## src/rtl/cls_16bit.sv

```systemverilog
// Registered 16-bit carry-select adder built from 16/BLOCK_W blocks.
// Optional signed-overflow output enabled by CLS_16BIT_OVERFLOW_EN.
module cls_16bit #(
    parameter int BLOCK_W = 4
) (
    input  logic        clk,
    input  logic        reset,
    input  logic [15:0] a,
    input  logic [15:0] b,
    input  logic        carry_start,
    output logic [15:0] sum,
    output logic        carry_out
`ifdef CLS_16BIT_OVERFLOW_EN
    ,
    output logic        overflow
`endif
);

    localparam int NB = 16 / BLOCK_W;

    logic [NB:0]  carry;
    logic [15:0]  sum_next;

    assign carry[0] = carry_start;

    genvar i;
    generate
        for (i = 0; i < NB; i++) begin : g_blk
            logic [BLOCK_W-1:0] a_blk;
            logic [BLOCK_W-1:0] b_blk;

            assign a_blk = a[i*BLOCK_W +: BLOCK_W];
            assign b_blk = b[i*BLOCK_W +: BLOCK_W];

            if (i == 0) begin : g_ripple
                logic [BLOCK_W:0] rc;
                logic [BLOCK_W-1:0] rs;

                always_comb begin
                    rc    = '0;
                    rs    = '0;
                    rc[0] = carry[0];
                    for (int k = 0; k < BLOCK_W; k++) begin
                        rs[k]   = a_blk[k] ^ b_blk[k] ^ rc[k];
                        rc[k+1] = (a_blk[k] & b_blk[k])
                                | (rc[k] & (a_blk[k] ^ b_blk[k]));
                    end
                end

                assign sum_next[BLOCK_W-1:0] = rs;
                assign carry[1]              = rc[BLOCK_W];
            end else begin : g_select
                // Both carry-in cases are ready before the lower carry lands.
                logic [BLOCK_W:0] r0;
                logic [BLOCK_W:0] r1;

                assign r0 = {1'b0, a_blk} + {1'b0, b_blk};
                assign r1 = {1'b0, a_blk} + {1'b0, b_blk}
                          + {{BLOCK_W{1'b0}}, 1'b1};

                assign sum_next[i*BLOCK_W +: BLOCK_W] =
                    carry[i] ? r1[BLOCK_W-1:0] : r0[BLOCK_W-1:0];
                assign carry[i+1] =
                    carry[i] ? r1[BLOCK_W] : r0[BLOCK_W];
            end
        end
    endgenerate

    always_ff @(posedge clk) begin
        if (reset) begin
            sum       <= 16'h0000;
            carry_out <= 1'b0;
        end else begin
            sum       <= sum_next;
            carry_out <= carry[NB];
        end
    end

`ifdef CLS_16BIT_OVERFLOW_EN
    logic overflow_next;

    assign overflow_next = (a[15] == b[15]) && (sum_next[15] != a[15]);

    always_ff @(posedge clk) begin
        if (reset) begin
            overflow <= 1'b0;
        end else begin
            overflow <= overflow_next;
        end
    end
`endif

endmodule

```

## config.mk

```make
export PLATFORM = sky130hd
export DESIGN_NAME = cls_16bit
export DESIGN_NICKNAME = d
export VERILOG_FILES = /design/src/rtl/cls_16bit.sv
export SDC_FILE = /design/constraint.sdc
export NUM_CORES = 1
export LEC_CHECK = 0
export BUFFER_PORTS_ARGS = -buffer_cell sky130_fd_sc_hd__buf_2
export CAP_MARGIN = 20
export CORE_ASPECT_RATIO = 0.6
export CORE_MARGIN = 3
export CORE_UTILIZATION = 40
export CTS_CLUSTER_DIAMETER = 80
export CTS_CLUSTER_SIZE = 25
export DETAILED_ROUTE_END_ITERATION = 10
export GPL_TIMING_DRIVEN = 0
export HOLD_SLACK_MARGIN = 0.05
export PLACE_DENSITY = 0.72
export SYNTH_ARGS = -nofsm -noshare
export SYNTH_HDL_FRONTEND = slang
export SYNTH_SLANG_ARGS = --single-unit
```

## constraint.sdc

```tcl
create_clock -name clk -period 3.65 [get_ports clk]
set_clock_uncertainty 0.2 [all_clocks]
set_input_delay 0.73 -clock clk [delete_from_list [all_inputs] [get_ports clk]]
set_output_delay 0.73 -clock clk [all_outputs]
set_load 0.02 [all_outputs]
```

==> impl_metrics.csv <==
group,metric,value,unit
die,fp.dieH,48.14,microns
logic_synthesis,yosys_most_used_dff,"dfxtp_1",
critical_path,cp_common_cell,"fa_2",
logic_synthesis,yosys.cell_types.count,27,
timing,grt_setup_unrepaired,"yes",
grt,grt_max_degree,11,
route,antenna_left,0,
die,ios,52,
layout,utilization,60.90,%
clocking,cts_made_buffers,3,
critical_path,critical_path_arrival,3540,ps
layout,fin_cells,214,
clocking,clockBufferDepth,2,
timing,timing.final.crit_share,98.70,%
timing,clock.fmax,277.6,MHz
clocking,h-tree-depth,1,
logic_synthesis,syn_area,1184,sq um
die,fp.coreArea,2663,sq um
timing,maxSlewViolCount,0,
route,first_pass_iters,4,
critical_path,max_stage_delay,470,ps
route,vias,1036,
worst_hold_path,hold-path-endpoint,"sum[7]",
logic_synthesis,ys_ff_latch,17,
critical_path,slowest_stage,"or4b_1",
route,drt-initial-drc-count,58,
logic_synthesis,syn_inst,116,
run,drv_cap,0,
placement,io_buffers,50,
logic_synthesis,synthTopCellsByArea,"dfxtp_1, ha_1, fa_1, xnor2_1, nor2_1",
timing,max_slew_margin,67.04,%
grt,track_usage,17.44,%
logic_synthesis,synthDominantCellAreaShare,28.75,%
layout,area_growth,37.00,%
placement,post-dp-hpwl,2433,microns
die,start_util,44.45,%
timing,timing.hold.ws,681.9,ps
critical_path,critPathBufInv,4,
pwr,max-vdd-ir-drop,134.4,uV
clocking,root_buffer,"clkbuf_8",
timing,setup_viol,0,
placement,place_congestion,0.6876,
pwr,p_leak,0.0008173,uW
logic_synthesis,synth_edf_count,0,
layout,diodes,0,
critical_path,critPathKind,"input pin to flip-flop",
critical_path,required,3580,ps
die,die_area,3669,sq um
layout,nNetsFinal,232,
route,viasPerCell,4.841,
layout,drive_gt1_share,42.53,%
critical_path,start_kind,"input pin",
timing,finalHoldViolCount,0,
worst_hold_path,hp-start,"reset",
logic_synthesis,synth_nets,173,
logic_synthesis,seq_area_frac_synth,28.75,%
clocking,clkSlewWorstSetupHoldPaths,70,ps
timing,tightest_slew,494.4,ps
critical_path,endpoint_kind,"flip-flop",
worst_hold_path,min_path_cells,2,
grt,gr-total-overflow,0,
clocking,clock_sink_count,17,
logic_synthesis,synthTopCellsByCount,"dfxtp_1, ha_1, nor2_1, xnor2_1",
die,row_count,14,
grt,grt_first_pass_wirelength,4843,microns
logic_synthesis,ys_warn_count,0,
logic_synthesis,syn_avg_cell_area,10.20,sq um
pwr,powerDensity,391.5,nW/um^2
worst_hold_path,holdCritPathClass,"input pin to flip-flop",
logic_synthesis,yosysMostFrequentCell,"dfxtp_1",
critical_path,cp_max_fo,4,
route,wl_per_cell,13.99,microns
placement,place_inst,206,
run_status,status,"completed",
clocking,cts_tree,"yes",
grt,grt_antenna_before_repair,0,
route,drt_wl_total,2993,microns
logic_synthesis,yosys.area.top_type,"dfxtp_1",
critical_path,path_cells,"buf_6, fa_2, fa_2, inv_2, fa_2, inv_2, fa_2, nand2_2, or4b_1, mux2_4, a311oi_4, xnor2_2, buf_4, mux2i_1, nor2_1",
logic_synthesis,synthArstFlopShare,0,%
die,chipWidth,76.23,microns
critical_path,critical_path.top_delay_family,"adder cells",
grt,grt_pass1_vias,1050,
timing,final.min_clock_period,3602,ps
route,drcViolationCount,0,
[routing by layer]
layer,global-route usage (%),share of wire (%),vias up
met5,0,0,-
met4,4.332,0.84,0
met3,6.273,6.7,3
met2,33.51,51,36
met1,19.53,41,483
li1,-,-,514
[cell usage in the layout, fill, tap and decap left out, drive strengths merged, types with 2 or more instances in the layout]
master  instances
a21o            7
a21oi           7
and3            2
buf            54
clkbuf          5
dfxtp          17
fa              7
ha             15
inv             5
mux2            2
mux2i           4
nand2           3
nand3           3
nand4           2
nor2           13
nor2b           5
xnor2           9
xor2            5
[final cells by class]
cell class	instances	area, sq um
Timing Repair Buffer	54	299.0
Multi-Input combinational cell	92	859.6
Clock buffer	3	41.29
Tap cell	40	50.05
Fill cell	240	1041
Buffer	2	7.507
Sequential cell	17	340.3
Clock inverter	1	5.005
Inverter	5	18.77
[stage by stage]
step | instance area (sq um) | total power (uW) | worst slack, ps | TNS, ps
finish | 1622 | 634.8 | 47.55 | 0
global route | 1622 | 676.1 | -71.44 | -108.7
CTS | 1622 | 637.7 | -19.79 | -19.79
detailed placement | 1496 | 474.4 | -510.2 | -1964
global placement | 1496 | 461.2 | -400.7 | -1276
floorplan | 1196 | 394.5 | -145.0 | -150.0
[cells by family after synthesis]
kind of cell             synth area share, %
XOR/XNOR                               10.99
multiplexers                           5.285
flip-flops                             28.75
adder cells (fa/ha/maj)                27.70
AND/OR/NAND/NOR                        14.69
buffers and inverters                  2.220
AO/OA/AOI/OAI                          10.36
[sequential cells by signal, indices dropped and copies added, names as in the netlist]
register   flops
sum           16
carry_out      1
[what timing repair did]
item	4_1_cts	5_1_grt
endpoints found under the setup margin	5	5
setup buffers	4	0
pin swaps	4	1
hold buffers	0	0
hold endpoints to repair	0	0
resized for setup	11	0
[worst max-delay path by stage]
stage / startpoint / endpoint / slack [ps] / cells after the start
2_1_floorplan: a[0] / sum[15] / -150 / 13
3_3_place_gp: a[0] / sum[15] / -400 / 14
3_5_place_dp: b[0] / sum[15] / -510 / 14
4_1_cts: a[0] / sum[13] / -20 / 15
5_1_grt: a[0] / sum[13] / -70 / 15
6_report: a[0] / sum[13] / 50 / 15
[power breakdown]
| part | leakage [uW] | total [uW] | internal, uW | switching, uW |
|---|---|---|---|---|
| registers | 0.000142 | 219 | 213 | 6.07 |
| clock network | 0.0000255 | 146 | 76.0 | 70.1 |
| logic | 0.000650 | 269 | 119 | 151 |
No activity file was read; power rests on OpenSTA's default activity.
